`src/rtl/sht40_measure_sequencer_if.sv`:
```
// Byte-level I2C master request/response bundle shared by the SHT40 sequencer.
// The master modport is the requester side; slave is the I2C master engine.
interface sht40_measure_sequencer_if;
  logic       I2c_Req;
  logic       I2c_R_or_W;
  logic [6:0] I2c_Address;
  logic [7:0] I2c_Tx_Byte;
  logic [3:0] I2c_Read_Count;
  logic       I2c_Rx_Valid;
  logic [7:0] I2c_Rx_Byte;
  logic       I2c_Done;
  logic       I2c_Nack;

  modport master (
    output I2c_Req, I2c_R_or_W, I2c_Address, I2c_Tx_Byte, I2c_Read_Count,
    input  I2c_Rx_Valid, I2c_Rx_Byte, I2c_Done, I2c_Nack
  );

  modport slave (
    input  I2c_Req, I2c_R_or_W, I2c_Address, I2c_Tx_Byte, I2c_Read_Count,
    output I2c_Rx_Valid, I2c_Rx_Byte, I2c_Done, I2c_Nack
  );
endinterface

```
`src/rtl/sht40_measure_sequencer.sv`:
```
// Runs one SHT40 measurement: command write, conversion wait, 6-byte read,
// CRC-8 check of both words, then publishes raw temperature and humidity.
module sht40_measure_sequencer #(
  parameter logic [6:0]  SENSOR_ADDR = 7'h44,
  parameter logic [7:0]  MEAS_CMD    = 8'hFD,
  parameter int unsigned WAIT_CYCLES = 200000,
  parameter int unsigned MAX_RETRIES = 3
) (
  input  logic        clk,
  input  logic        rst_n,
  input  logic        Meas_Start,
  output logic        Busy,
  output logic        Meas_Done,
  output logic [15:0] Temp_Raw,
  output logic [15:0] Hum_Raw,
  output logic        Data_Valid,
  output logic        Crc_Error,
  output logic        Nack_Error,
  sht40_measure_sequencer_if.master i2c
);

  localparam int unsigned RetryBits = $clog2(MAX_RETRIES + 1);
  localparam int unsigned RetryW    = (RetryBits < 2) ? 2 : RetryBits;
  localparam int unsigned WaitW     = (WAIT_CYCLES > 2) ? $clog2(WAIT_CYCLES) : 1;

  typedef enum logic [3:0] {
    StIdle, StCmdReq, StCmdWait, StDelay, StRdReq, StRdWait, StCheck, StFailNack, StFinish
  } state_e;

  state_e            state_q, state_d;
  logic [RetryW-1:0] retry_q, retry_d;
  logic [2:0]        byte_cnt_q, byte_cnt_d;
  logic [WaitW-1:0]  wait_q, wait_d;
  logic [5:0][7:0]   rx_q, rx_d;
  logic              rnw_q, rnw_d;
  logic [15:0]       temp_q, temp_d, hum_q, hum_d;
  logic              valid_q, valid_d, crc_err_q, crc_err_d, nack_err_q, nack_err_d;
  logic [2:0]        cnt_eff;
  logic              retry_ok;

  // CRC-8, poly 0x31, init 0xFF, MSB first, no reflection, no final XOR.
  function automatic logic [7:0] crc8(input logic [15:0] data);
    logic [7:0] c;
    c = 8'hFF;
    for (int i = 15; i >= 0; i--) begin
      c = {c[6:0], 1'b0} ^ ((c[7] ^ data[i]) ? 8'h31 : 8'h00);
    end
    return c;
  endfunction

  always_comb begin
    state_d    = state_q;
    retry_d    = retry_q;
    byte_cnt_d = byte_cnt_q;
    wait_d     = wait_q;
    rx_d       = rx_q;
    rnw_d      = rnw_q;
    temp_d     = temp_q;
    hum_d      = hum_q;
    valid_d    = valid_q;
    crc_err_d  = crc_err_q;
    nack_err_d = nack_err_q;
    cnt_eff    = byte_cnt_q;
    retry_ok   = retry_q < RetryW'(MAX_RETRIES);

    case (state_q)
      StIdle: begin
        if (Meas_Start) begin
          crc_err_d  = 1'b0;
          nack_err_d = 1'b0;
          retry_d    = '0;
          rnw_d      = 1'b0;
          state_d    = StCmdReq;
        end
      end
      StCmdReq: state_d = StCmdWait;
      StCmdWait: begin
        if (i2c.I2c_Done) begin
          if (!i2c.I2c_Nack) begin
            wait_d  = '0;
            state_d = StDelay;
          end else if (retry_ok) begin
            retry_d = retry_q + 1'b1;
            state_d = StCmdReq;
          end else begin
            state_d = StFailNack;
          end
        end
      end
      StDelay: begin
        wait_d = wait_q + 1'b1;
        if (wait_q == WaitW'(WAIT_CYCLES - 1)) begin
          retry_d    = '0;
          byte_cnt_d = '0;
          rnw_d      = 1'b1;
          state_d    = StRdReq;
        end
      end
      StRdReq: state_d = StRdWait;
      StRdWait: begin
        // A byte coinciding with Done is stored before the count is judged.
        if (i2c.I2c_Rx_Valid && (byte_cnt_q < 3'd6)) begin
          rx_d[byte_cnt_q] = i2c.I2c_Rx_Byte;
          cnt_eff          = byte_cnt_q + 3'd1;
        end
        byte_cnt_d = cnt_eff;
        if (i2c.I2c_Done) begin
          if (!i2c.I2c_Nack && (cnt_eff == 3'd6)) begin
            state_d = StCheck;
          end else begin
            byte_cnt_d = '0;
            if (retry_ok) begin
              retry_d = retry_q + 1'b1;
              state_d = StRdReq;
            end else begin
              state_d = StFailNack;
            end
          end
        end
      end
      StCheck: begin
        if ((crc8({rx_q[0], rx_q[1]}) == rx_q[2]) && (crc8({rx_q[3], rx_q[4]}) == rx_q[5])) begin
          temp_d  = {rx_q[0], rx_q[1]};
          hum_d   = {rx_q[3], rx_q[4]};
          valid_d = 1'b1;
        end else begin
          crc_err_d = 1'b1;
        end
        state_d = StFinish;
      end
      StFailNack: begin
        nack_err_d = 1'b1;
        state_d    = StFinish;
      end
      StFinish: state_d = StIdle;
      default:  state_d = StIdle;
    endcase
  end

  always_ff @(posedge clk or negedge rst_n) begin
    if (!rst_n) begin
      state_q    <= StIdle;
      retry_q    <= '0;
      byte_cnt_q <= '0;
      wait_q     <= '0;
      rx_q       <= '0;
      rnw_q      <= 1'b0;
      temp_q     <= '0;
      hum_q      <= '0;
      valid_q    <= 1'b0;
      crc_err_q  <= 1'b0;
      nack_err_q <= 1'b0;
    end else begin
      state_q    <= state_d;
      retry_q    <= retry_d;
      byte_cnt_q <= byte_cnt_d;
      wait_q     <= wait_d;
      rx_q       <= rx_d;
      rnw_q      <= rnw_d;
      temp_q     <= temp_d;
      hum_q      <= hum_d;
      valid_q    <= valid_d;
      crc_err_q  <= crc_err_d;
      nack_err_q <= nack_err_d;
    end
  end

  assign Busy               = (state_q != StIdle);
  assign Meas_Done          = (state_q == StFinish);
  assign Temp_Raw           = temp_q;
  assign Hum_Raw            = hum_q;
  assign Data_Valid         = valid_q;
  assign Crc_Error          = crc_err_q;
  assign Nack_Error         = nack_err_q;
  assign i2c.I2c_Req        = (state_q == StCmdReq) || (state_q == StRdReq);
  assign i2c.I2c_R_or_W     = rnw_q;
  assign i2c.I2c_Address    = SENSOR_ADDR;
  assign i2c.I2c_Tx_Byte    = MEAS_CMD;
  assign i2c.I2c_Read_Count = rnw_q ? 4'd6 : 4'd0;

endmodule
```
`src/flat_wrapper.sv`:
```
// flat-port wrapper written by rule: the top's interface ports become plain ports
module sht40_measure_sequencer_flat 
#(
  parameter logic [6:0]  SENSOR_ADDR = 7'h44,
  parameter logic [7:0]  MEAS_CMD    = 8'hFD,
  parameter int unsigned WAIT_CYCLES = 200000,
  parameter int unsigned MAX_RETRIES = 3
)
  (clk, rst_n, Meas_Start, Busy, Meas_Done, Temp_Raw, Hum_Raw, Data_Valid, Crc_Error, Nack_Error, i2c_I2c_Req, i2c_I2c_R_or_W, i2c_I2c_Address, i2c_I2c_Tx_Byte, i2c_I2c_Read_Count, i2c_I2c_Rx_Valid, i2c_I2c_Rx_Byte, i2c_I2c_Done, i2c_I2c_Nack);
  sht40_measure_sequencer_if i2c_i ();
  input  logic clk;
  input  logic rst_n;
  input  logic Meas_Start;
  output logic Busy;
  output logic Meas_Done;
  output logic [15:0] Temp_Raw;
  output logic [15:0] Hum_Raw;
  output logic Data_Valid;
  output logic Crc_Error;
  output logic Nack_Error;
  output wire logic [$bits(i2c_i.I2c_Req)-1:0] i2c_I2c_Req;
  output wire logic [$bits(i2c_i.I2c_R_or_W)-1:0] i2c_I2c_R_or_W;
  output wire logic [$bits(i2c_i.I2c_Address)-1:0] i2c_I2c_Address;
  output wire logic [$bits(i2c_i.I2c_Tx_Byte)-1:0] i2c_I2c_Tx_Byte;
  output wire logic [$bits(i2c_i.I2c_Read_Count)-1:0] i2c_I2c_Read_Count;
  input wire logic [$bits(i2c_i.I2c_Rx_Valid)-1:0] i2c_I2c_Rx_Valid;
  input wire logic [$bits(i2c_i.I2c_Rx_Byte)-1:0] i2c_I2c_Rx_Byte;
  input wire logic [$bits(i2c_i.I2c_Done)-1:0] i2c_I2c_Done;
  input wire logic [$bits(i2c_i.I2c_Nack)-1:0] i2c_I2c_Nack;
  assign i2c_I2c_Req = i2c_i.I2c_Req;
  assign i2c_I2c_R_or_W = i2c_i.I2c_R_or_W;
  assign i2c_I2c_Address = i2c_i.I2c_Address;
  assign i2c_I2c_Tx_Byte = i2c_i.I2c_Tx_Byte;
  assign i2c_I2c_Read_Count = i2c_i.I2c_Read_Count;
  assign i2c_i.I2c_Rx_Valid = i2c_I2c_Rx_Valid;
  assign i2c_i.I2c_Rx_Byte = i2c_I2c_Rx_Byte;
  assign i2c_i.I2c_Done = i2c_I2c_Done;
  assign i2c_i.I2c_Nack = i2c_I2c_Nack;
  sht40_measure_sequencer #(.SENSOR_ADDR(SENSOR_ADDR), .MEAS_CMD(MEAS_CMD), .WAIT_CYCLES(WAIT_CYCLES), .MAX_RETRIES(MAX_RETRIES)) u_core (.clk(clk), .rst_n(rst_n), .Meas_Start(Meas_Start), .Busy(Busy), .Meas_Done(Meas_Done), .Temp_Raw(Temp_Raw), .Hum_Raw(Hum_Raw), .Data_Valid(Data_Valid), .Crc_Error(Crc_Error), .Nack_Error(Nack_Error), .i2c(i2c_i));
endmodule
```
`config.mk`:
```
export PLATFORM = sky130hd
export DESIGN_NAME = sht40_measure_sequencer_flat
export DESIGN_NICKNAME = d
export VERILOG_FILES = /design/src/rtl/sht40_measure_sequencer_if.sv /design/src/rtl/sht40_measure_sequencer.sv /design/src/flat_wrapper.sv
export SDC_FILE = /design/constraint.sdc
export NUM_CORES = 1
export LEC_CHECK = 0
export ABC_AREA = 1
export CORE_UTILIZATION = 53
export CTS_BUF_LIST = sky130_fd_sc_hd__clkbuf_4 sky130_fd_sc_hd__clkbuf_8
export CTS_CLUSTER_SIZE = 20
export DETAILED_ROUTE_END_ITERATION = 12
export MAX_ROUTING_LAYER = met4
export PLACE_DENSITY = 0.84
export SETUP_SLACK_MARGIN = 0.5
export SYNTH_ARGS = -nofsm -noshare
export SYNTH_HDL_FRONTEND = slang
export SYNTH_SLANG_ARGS = --single-unit
export TNS_END_PERCENT = 30
```
`constraint.sdc`:
```
create_clock -name clk -period 2.41 [get_ports clk]
set_input_delay 0.241 -clock clk [delete_from_list [all_inputs] [get_ports clk]]
set_output_delay 0.241 -clock clk [all_outputs]
set_load 0.005 [all_outputs]
```
==> summary.md, run 1 <==
| Metric | Value |
|---|---|
| Latest clock arrival within the worst-skew pair | 410 ps |
| Hpwl dp | 10800 um |
| Final net count | 988 |
| Vias in the first global route | 5597 |
| PnR worst setup slack | -268 ps |
| Top cells by area, synth | dfrtp_1, nand2_1, inv_1 |
| Average size of a mapped cell | 7.28 um^2 |
| Worst EP required | 2690 ps |
| Chip width | 110 um |
| Crit path kind | flop to flop |
| Synth Cell Area | 0.00619 mm^2 |
| Rel. slew slack | 0.669 |
| Post-synthesis sequential area ratio | 0.449 |
| Overall Global Routing Usage | 0.287 |
| Reg2reg start | u_core.rx_q[3] |
| Antenna Violating Nets Remaining | 0 |
| Initial Util | 0.542 |
| First-pass GRT wire length | 25700 um |
| Grt total ovfl | 0 |
| Vias per inst | 5.56 |
| Max-cap violations | 0 |
| Critical Path Fanout Max | 12 |
| I/O pins | 72 |
| Layout Cell Area excl Fill | 0.00832 mm^2 |
| Setup crit start kind | flop |
| Die area | 0.0121 mm^2 |
| Post-synth top area share | 0.449 |
| Final Hold Viols | 0 |
| RSZ-0062 raised after global routing | yes |
| Yosys Warn Count | 0 |
| Period minus WS final | 2680 ps |
| Top-count cell post-synth | nand2_1 |
| Drc violations | 0 |
| CP Capture Type | flop |
| Final setup viols | 34 |
| Syn Inst Count | 850 |
| CP peak stage delay | 480 ps |
| Slew Limit Fails | 0 |
| Critical path arrival | 2960 ps |
| Netlist cell types | 34 |
| Cell Rows | 39 |
| Slew of the pin with the lowest slew margin | 494 ps |
| CTS tree | yes |
| Yosys top cell by area | dfrtp_1 |
| Pin count of the biggest net entering global routing | 45 |
| RR Endpoint | u_core.Hum_Raw[4] |
| Clock root cell | clkbuf_8 |
| Initial antenna violation count | 0 |
| Placer Congestion | 0.873 |
| Sink Count | 111 |
| Setup TNS | -7490 ps |
| Ys async rst share | 1.00 |
| Synth Flop Type | dfrtp_1 |
| N_diodes | 0 |
| Status | finished, violations left |
| Top post-synthesis cells by count | nand2_1, dfrtp_1, inv_1 |
| Worst clock skew | 23.5 ps |
| Detailed Routing Iterations Pass 1 | 7 |
| Flop2flop setup slack | -270 ps |
| Fmax | 0.373 GHz |
| DR iter-0 viols | 441 |
| Layout area overhead | 34.5% |
| Mean routed wirelength per cell | 15.8 um |
| Worst hold slack | 327 ps |
| Failing checks | setup timing |
| Die height | 110 um |
| CTS HTree Levels | 3 |
| Number of flops mapped to enable cells by yosys | 0 |
| CTS Buf Count | 9 |
| R2R depth | 22 |
| CTS max path bufs | 2 |
| DP Area | 0.00718 mm^2 |
| Crit path max-delay cell type | dfrtp_2 |
| Final wirelength | 17700 um |
| Ratio of cells with drive above 1 in the final layout | 0.269 |
| Tightest Hold Check Type | input pin to asynchronous set/reset pin |
| Yosys reg bits | 111 |
| Clock slew at reported path FFs | 100 ps |
| Vias | 6220 |
| Tcrit/Tclk final | 1.11 |
| Core area | 0.0114 mm^2 |
| IO Port Bufs | 54 |
| Critical-path cell list | xnor2_1, nand2_1, nand2_1, nand2_2, nand2_4, nand2_4, nand2_2, nand2_1, nand2_2, inv_2, nand2_2, nand2_2, nand2_2, nand2_1, nor2_1, nand2_1, nor2_2, nand3_4, buf_6, buf_12, nand2_1, o21ai_1 |
-- metal layers --
metal	part of all wire	track usage
met2	0.51	0.484
met4	0.035	0.0800
met3	0.066	0.0611
met5	0	-
met1	0.39	0.347
-- worst max-delay path, delay by kind of cell, from the launching register on --
| kind | cells | cell delay [ps] |
|---|---|---|
| and+or+nand+nor | 17 | 1480 |
| DFF | 1 | 480 |
| buffers and inverters | 3 | 320 |
| xor gates and xnor gates | 1 | 220 |
| AOI/OAI and AO/OA | 1 | 60 |
-- worst max-delay path by stage --
| stage | startpoint | to | slack, ps | depth (start not counted) |
|---|---|---|---|---|
| after floorplan | u_core.state_q[2] | u_core.wait_q[17] | 130 | 14 |
| after global placement | u_core.rx_q[7] | u_core.Hum_Raw[14] | -100 | 20 |
| after detailed placement | u_core.rx_q[29] | u_core.Hum_Raw[11] | -180 | 20 |
| after CTS | u_core.rx_q[29] | u_core.Crc_Error | -110 | 18 |
| after global routing | u_core.rx_q[5] | u_core.Hum_Raw[4] | -500 | 24 |
| final | u_core.rx_q[3] | u_core.Hum_Raw[4] | -270 | 22 |
-- layout by cell type, fill, tap and decap left out, types with 19 or more instances in the layout --
| cell | instances |
|---|---|
| nand2_1 | 219 |
| dfrtp_1 | 103 |
| inv_1 | 95 |
| buf_4 | 68 |
| o21ai_0 | 65 |
| nand2_2 | 56 |
| nand3_1 | 51 |
| clkdlybuf4s50_1 | 50 |
| o21ai_1 | 28 |
| nor2_1 | 26 |
| nand3_2 | 22 |
| nand2_4 | 19 |
-- timing repair --
| item | in CTS | in global routing |
|---|---|---|
| gates resized for setup | 80 | 111 |
| hold buffers | 1 | 0 |
| setup buffers | 8 | 8 |
| endpoints found under the hold margin | 28 | 0 |
| pin swaps | 33 | 43 |
| cloned | 2 | 0 |
| endpoints found under the setup margin | 56 | 88 |
-- layout make-up --
type,instances,area [um^2]
multi-input cells,604,3460
fillers,799,3090
inverters,116,447
clock buffers,10,138
repair buffers,129,1190
clock inverters,6,115
well taps,143,179
flip-flops and latches,111,2790
-- state kept, by name, indices dropped and copies added, names as in the netlist --
signal,count
u_core.rx_q,48
u_core.wait_q,18
u_core.Hum_Raw,16
u_core.Temp_Raw,16
u_core.state_q,4
u_core.byte_cnt_q,3
u_core.retry_q,2
u_core.Crc_Error,1
u_core.Data_Valid,1
u_core.Nack_Error,1
u_core.i2c.I2c_R_or_W,1
-- metrics by stage --
stage | utilization | cells | worst slack [ps]
global route | 0.729 | 1119 | -499
finish | 0.729 | 1119 | -268
global placement | 0.629 | 1084 | -95.8
detailed placement | 0.629 | 1084 | -176
CTS | 0.686 | 1111 | -109
floorplan | - | 865 | 129
-- cell families (layout without fill, tap and decap cells) --
kind of cell,after synthesis,after routing,share of synthesized area
buffers and inverters,150,261,0.108
adders and majority gates,3,3,0.00607
AOI/OAI and AO/OA,127,127,0.109
DFF,111,111,0.449
xor gates and xnor gates,18,18,0.0255
other,2,17,0.00121
and+or+nand+nor,439,439,0.301
Power of run 1 is not shown: default switching activity piles up to over one toggle a cycle in this logic, so the estimate is an artifact.
==> inputs of run 2 (changes only) <==
--- a/config.mk
+++ b/config.mk
@@ -6,6 +6,7 @@
 export NUM_CORES = 1
 export LEC_CHECK = 0
 export ABC_AREA = 1
+export CORE_MARGIN = 2
 export CORE_UTILIZATION = 53
 export CTS_BUF_LIST = sky130_fd_sc_hd__clkbuf_4 sky130_fd_sc_hd__clkbuf_8
 export CTS_CLUSTER_SIZE = 20
==> run 2 against run 1 <==
The run still ends with setup timing left. Via count up 4.9%. Sequential share of layout area down 0.97 points. Non-clock buffer count up 11. Hold slack worse by 51 ps. Clock skew down 10 ps. Final cell count up 0.98%. Critical path depth down 1. Design area up 3.0%. First-iteration DRC count up 27%. Setup slack worse by 210 ps. Register-to-register slack worse by 210 ps. Maximum frequency down 7.1%. Critical path type unchanged. Largest cell class unchanged.
==> summary.md, run 2 (synthesis gave the netlist of run 1 again) <==
| Metric | Value |
|---|---|
| IO Port Bufs | 54 (unchanged) |
| I/O pins | 72 (unchanged) |
| Layout Cell Area excl Fill | 0.00857 mm^2 (+3.0%) |
| Final net count | 999 (+1.1%) |
| Largest reg by FF count | u_core.rx_q |
| Most frequent cells in the layout | nand2_1, dfrtp_1, inv_1 |
| Detailed Routing Iterations Pass 1 | 6 (-1) |
| Critical-path cell list | inv_1, nand2_1, nand4_1, buf_4, nand3_2, nand2_4, inv_2, nand2_2, nand2_2, inv_2, nand2_4, nand2_2, nand2_1, nand2_1, nor2_1, nand2_1, nor2_2, nand3_4, buf_12, buf_16, o21ai_1 |
| Overall Global Routing Usage | 0.274 (-0.0130) |
| Die height | 112 um (+1.8%) |
| Tightest Hold Check Type | input pin to asynchronous set/reset pin |
| Latest clock arrival within the worst-skew pair | 420 ps (about the same) |
| PnR worst setup slack | -473 ps (-205 ps) |
| Failing checks | setup timing |
| Pin count of the biggest net entering global routing | 57 (+27%) |
| N_diodes | 0 (unchanged) |
| Worst EP required | 2760 ps (+70 ps) |
| Mean routed wirelength per cell | 17.8 um (+12%) |
| Worst clock skew | 13.2 ps (-10.3 ps) |
| DP Area | 0.00721 mm^2 (+0.42%) |
| Layout area overhead | 38.5% |
| Drc violations | 0 (unchanged) |
| Die area | 0.0126 mm^2 (+3.7%) |
| Critical Path Fanout Max | 9 (-3) |
| Core area | 0.0114 mm^2 (unchanged) |
| Most frequent cell on the critical path | nand2_1 |
| Most common cell after layout, fill and taps aside | nand2_1 |
| Crit path max-delay cell type | dfrtp_1 |
| CTS HTree Levels | 3 (unchanged) |
| Clock root cell | clkbuf_8 |
| Max reg flops | 48 (unchanged) |
| Ratio of cells with drive above 1 in the final layout | 0.329 (+0.0598) |
| Initial antenna violation count | 0 (unchanged) |
| Tcrit/Tclk final | 1.20 (+0.0852) |
| Setup crit start kind | flop |
| Status | finished, violations left |
| Clock slew at reported path FFs | 110 ps (about the same) |
| Fill count | 721 (-9.8%) |
| CP peak stage delay | 410 ps (-70 ps) |
| Chip width | 112 um (+1.8%) |
| Final wirelength | 20100 um (+13%) |
| Grt total ovfl | 0 (unchanged) |
| Slew Limit Fails | 0 (unchanged) |
| First-pass GRT wire length | 26900 um (+4.5%) |
| Vias in the first global route | 5826 (+4.1%) |
| CTS tree | yes |
| Placer Congestion | 0.923 (+5.7%) |
| Critical path arrival | 3230 ps (+270 ps) |
| Max-cap violations | 0 (unchanged) |
| Initial Util | 0.542 (unchanged) |
| Hpwl dp | 10700 um (-1.2%) |
| CTS Buf Count | 9 (unchanged) |
| Regs by FF count | u_core.rx_q x48, u_core.wait_q x18 |
| Vias | 6525 (+4.9%) |
| Antenna Violating Nets Remaining | 0 (unchanged) |
| Period minus WS final | 2880 ps (+205 ps) |
| CTS max path bufs | 2 (unchanged) |
| Fmax | 0.347 GHz (-7.1%) |
| Final setup viols | 34 (unchanged) |
| Crit path kind | flop to flop |
| Vias per inst | 5.77 (+3.9%) |
| Cell Rows | 39 (unchanged) |
| RSZ-0062 raised after global routing | yes |
| DR iter-0 viols | 559 (+27%) |
| Final Hold Viols | 0 (unchanged) |
| Sink Count | 111 (unchanged) |
| CP Capture Type | flop |
-- run 2: cell types whose count changed in the layout (fill, tap and decap cells not counted), moves of 5 or more --
cell | previous run | this run
nand2_2 | 56 | 82
nand2_1 | 219 | 189
xor2_1 | 5 | 10
xor2_2 | 6 | 1
nand3_1 | 51 | 39
inv_1 | 95 | 90
o21ai_2 | 6 | 13
nand3_2 | 22 | 34
inv_2 | 17 | 22
buf_4 | 68 | 75
-- run 2: repair_timing --
item,in CTS,in global routing
hold buffers,1,0
hold endpoints to repair,24,0
buffers inserted,11,12
resized for setup,88,168
endpoints found under the setup margin,61,99
gates cloned,2,0
pin swaps,25,71
-- run 2: metal layers --
layer / up-vias / GRT usage / share of wire
li1: 2940 / - / -
met1: 3065 / 0.338 / 0.37
met2: 401 / 0.451 / 0.50
met3: 119 / 0.0691 / 0.080
met4: 0 / 0.0780 / 0.048
met5: - / - / 0
-- run 2: through the flow --
step                utilization  hold slack (ps)  setup slack (ps)  cells  TNS, ps
floorplan                     -            -54.6               129    865        0
global placement          0.631              179             -54.9   1088    -1010
detailed placement        0.631              175              -137   1088    -3350
CTS                       0.691              293              -122   1118    -2610
global route              0.751              310              -645   1130   -20010
finish                    0.751              276              -473   1130   -13830
-- run 2: layout make-up --
cell class / count / area (um^2) / area share
Multi-Input combinational cell: 604 / 3620 / 0.423
Sequential cell: 111 / 2790 / 0.325
Timing Repair Buffer: 140 / 1290 / 0.150
Inverter: 116 / 445 / 0.0520
Tap cell: 143 / 179 / 0.0209
Clock buffer: 11 / 145 / 0.0169
Clock inverter: 5 / 104 / 0.0121
-- run 2: worst max-delay path, delay by kind of cell, from the launching register on --
| kind | cells | cell delay [ps] |
|---|---|---|
| AOI/OAI and AO/OA | 1 | 140 |
| and+or+nand+nor | 14 | 1490 |
| DFF | 1 | 410 |
| buffers and inverters | 6 | 770 |
-- run 2: path summary, 6_finish.rpt --
path	cells past startpoint	end	start	slack, ps
max	21	u_core.Hum_Raw[2]	u_core.rx_q[0]	-470
min	2	u_core.Temp_Raw[4]	rst_n	280
max reg2reg	21	u_core.Hum_Raw[2]	u_core.rx_q[0]	-470
min reg2reg	2	u_core.Temp_Raw[6]	u_core.Temp_Raw[6]	490
max in group asynchronous	3	u_core.rx_q[29]	rst_n	1370
min in group clk	2	u_core.Temp_Raw[6]	u_core.Temp_Raw[6]	490
Power of run 2 is left out for the same reason.
==> inputs of run 3 (changes only) <==
--- a/config.mk
+++ b/config.mk
@@ -6,10 +6,10 @@
 export NUM_CORES = 1
 export LEC_CHECK = 0
 export ABC_AREA = 1
+export CAP_MARGIN = 20
 export CORE_MARGIN = 2
 export CORE_UTILIZATION = 53
 export CTS_BUF_LIST = sky130_fd_sc_hd__clkbuf_4 sky130_fd_sc_hd__clkbuf_8
-export CTS_CLUSTER_SIZE = 20
 export DETAILED_ROUTE_END_ITERATION = 12
 export MAX_ROUTING_LAYER = met4
 export PLACE_DENSITY = 0.84
@@ -17,4 +17,3 @@
 export SYNTH_ARGS = -nofsm -noshare
 export SYNTH_HDL_FRONTEND = slang
 export SYNTH_SLANG_ARGS = --single-unit
-export TNS_END_PERCENT = 30
==> run 3 against run 2 <==
Global-route usage grew 1.3 points. Setup slack lost 18 ps. Hold slack gained 150 ps. The flow still finishes with violations (setup timing). Largest cell class unchanged. First-iteration DRC count grew 26%. Sequential cell count is the same.
==> summary.md, run 3 (synthesis gave the netlist of run 1 again) <==
| Metric | Value |
|---|---|
| Status | finished, violations left |
| Failing checks | setup timing |
| Regs by FF count | u_core.rx_q x48, u_core.wait_q x18 |
| Most frequent cell on the critical path | nand2_1 |
| Period minus WS final | 2900 ps (+18.3 ps) |
| Register area | 0.00279 mm^2 (about the same) |
| N_diodes | 0 (unchanged) |
| Latest clock arrival within the worst-skew pair | 420 ps (about the same) |
| Flop2flop setup slack | -490 ps (-20 ps) |
| Cell Rows | 39 (unchanged) |
| Hpwl dp | 10700 um (-0.13%) |
| RSZ-0062 raised after global routing | yes |
| Reg2reg start | u_core.rx_q[30] |
| Vias | 6960 (+6.7%) |
| Grt total ovfl | 0 (unchanged) |
| CP Capture Type | flop |
| Max-cap violations | 0 (unchanged) |
| Worst vdd ir | 0.00133 V |
| Most frequent cells in the layout | nand2_1, dfrtp_1, inv_1 |
| Met2 Usage GRT | 0.479 (+0.0279) |
| Clock slew at reported path FFs | 120 ps (about the same) |
| Vias per inst | 5.98 (+3.6%) |
| Initial Util | 0.542 (unchanged) |
| Fill count | 656 (-9.0%) |
| CP peak stage delay | 460 ps (+50 ps) |
| PnR worst setup slack | -492 ps (-18.3 ps) |
| Crit. Startpoint | u_core.rx_q[30] |
| CTS tree | yes |
| Crit path max-delay cell type | dfrtp_1 |
| Ratio of cells with drive above 1 in the final layout | 0.323 (-0.00607) |
| IO Port Bufs | 54 (unchanged) |
| Critical path arrival | 3210 ps (-20 ps) |
| Antenna Violating Nets Remaining | 0 (unchanged) |
| Setup TNS | -13770 ps (+61.5 ps) |
| CTS HTree Levels | 3 (unchanged) |
| Layout area overhead | 42.3% |
| Worst EP required | 2720 ps (-40 ps) |
| Top cell family by delay on the critical path | simple AND/OR/NAND/NOR gates |
| Final Hold Viols | 0 (unchanged) |
| Core Util, Final | 0.771 (+0.0205) |
| Die area | 0.0126 mm^2 (unchanged) |
| Critical Path Fanout Max | 6 (-3) |
| Detailed Routing Iterations Pass 1 | 8 (+2) |
| Vias in the first global route | 5948 (+2.1%) |
| Final wirelength | 22400 um (+11%) |
| Multi-input logic area | 0.00354 mm^2 (-2.4%) |
| Pwr dens | 1670 mW/mm^2 |
| Fmax | 0.345 GHz (-0.63%) |
| CTS max path bufs | 2 (unchanged) |
| Rel. slew slack | 0.583 |
| Die height | 112 um (unchanged) |
| Mean routed wirelength per cell | 19.2 um (+8.2%) |
| Largest reg by FF count | u_core.rx_q |
| Worst clock skew | 32.2 ps (+19.1 ps) |
| Initial antenna violation count | 0 (unchanged) |
| Max reg flops | 48 (unchanged) |
| Worst hold slack | 429 ps (+153 ps) |
| First-pass GRT wire length | 28200 um (+4.9%) |
| Core area | 0.0114 mm^2 (unchanged) |
| Overall Global Routing Usage | 0.287 (+0.0134) |
| Tcrit/Tclk final | 1.20 (+0.00758) |
| R2R depth | 21 (unchanged) |
| Most common cell after layout, fill and taps aside | nand2_1 |
| Setup crit start kind | flop |
| Most Crowded Layer GR | met2 |
| Tightest Hold Check Type | input pin to asynchronous set/reset pin |
| Chip width | 112 um (unchanged) |
| Placer Congestion | 0.925 (+0.22%) |
| Met3 usage | 0.0486 (-0.0205) |
| Drc violations | 0 (unchanged) |
| Crit path kind | flop to flop |
| CTS Buf Count | 9 (unchanged) |
| Pre-CTS setup slack | -101 ps (+36.0 ps) |
| Clock root cell | clkbuf_8 |
| Final net count | 1033 (+3.4%) |
| Routing usage on met1 | 0.353 (+0.0148) |
| DR iter-0 viols | 702 (+26%) |
| Slew of the pin with the lowest slew margin | 624 ps |
| Pin count of the biggest net entering global routing | 112 (+96%) |
| Sink Count | 111 (unchanged) |
| Leak | 4.29 nW |
| RR Endpoint | u_core.Hum_Raw[11] |
| Slew Limit Fails | 0 (unchanged) |
| Final setup viols | 36 (+5.9%) |
| WP buf/inv | 3 (-3) |
| Critical-path cell list | inv_2, nand2_1, nand2_1, nand2_1, nand2_2, nand2_2, nand2_2, nand2_1, nand3b_1, nand2_2, nand2_1, nand2_1, nand2_1, nand2_1, nor2_1, nand2_1, nor2_1, nand3_2, buf_4, buf_6, o21ai_1 |
| I/O pins | 72 (unchanged) |
==> run 3: cell types whose count changed in the layout (fill, tap and decap cells not counted), sizes merged <==
| cell | before | now |
|---|---|---|
| buf | 86 | 119 |
| bufinv | 3 | 0 |
| clkdlybuf4s15 | 1 | 0 |
| clkinvlp | 0 | 3 |
| dlygate4sd2 | 2 | 1 |
| inv | 117 | 120 |
==> run 3: routing by layer <==
metal,wire length (um),part of all wire
met1,7620,0.34
met2,10900,0.49
met3,2150,0.096
met4,1680,0.075
met5,0,0
==> run 3: what timing repair did <==
action / 4_1_cts / 5_1_grt
hold endpoints to repair: 111 / 0
setup buffers: 47 / 18
endpoints found under the setup margin: 59 / 103
hold buffers: 1 / 0
resized for setup: 128 / 126
pin swaps: 22 / 38
cloned: 2 / 3
==> run 3: power by group <==
part / total, mW / internal, mW / switching [mW] / leakage, nW
clock network: 1.20 / 0.422 / 0.781 / 0.103
logic: 10.8 / 4.16 / 6.61 / 2.67
registers: 2.72 / 2.26 / 0.457 / 1.51
==> run 3: worst reg2reg max path: cells and delay by family, from the launching register on <==
family,cells,cell delay (ps)
buffers and inverters,3,400
AND/OR/NAND/NOR,17,1720
AO/OA/AOI/OAI,1,230
flip-flops,1,460
==> run 3: how the worst max path moves through the flow <==
stage	endpoint	cells past startpoint
floorplan	u_core.Hum_Raw[10]	23
global placement	u_core.Hum_Raw[5]	21
detailed placement	u_core.Hum_Raw[5]	21
CTS	u_core.Hum_Raw[5]	19
global route	u_core.Temp_Raw[11]	22
finish	u_core.Hum_Raw[11]	21
==> run 3: final cells by class <==
| class | instances | area share |
|---|---|---|
| inverter | 116 | 0.0517 |
| timing repair buffer | 173 | 0.186 |
| timing repair inverter | 1 | 0.000853 |
| tap | 143 | 0.0203 |
| clock buffer | 9 | 0.0141 |
| multi-input combinational | 604 | 0.402 |
| sequential | 111 | 0.316 |
| clock inverter | 7 | 0.00895 |
==> run 3: through the flow <==
stage / total power, mW / cells / cell area, um^2
3_5_place_dp: 10.2 / 1077 / 7160
4_1_cts: 12.5 / 1143 / 8140
6_report: 14.7 / 1164 / 8810
2_1_floorplan: 8.32 / 865 / 6290
5_1_grt: 15.6 / 1164 / 8810
3_3_place_gp: 10.1 / 1077 / 7160
No activity file was read; power rests on OpenSTA's default activity.
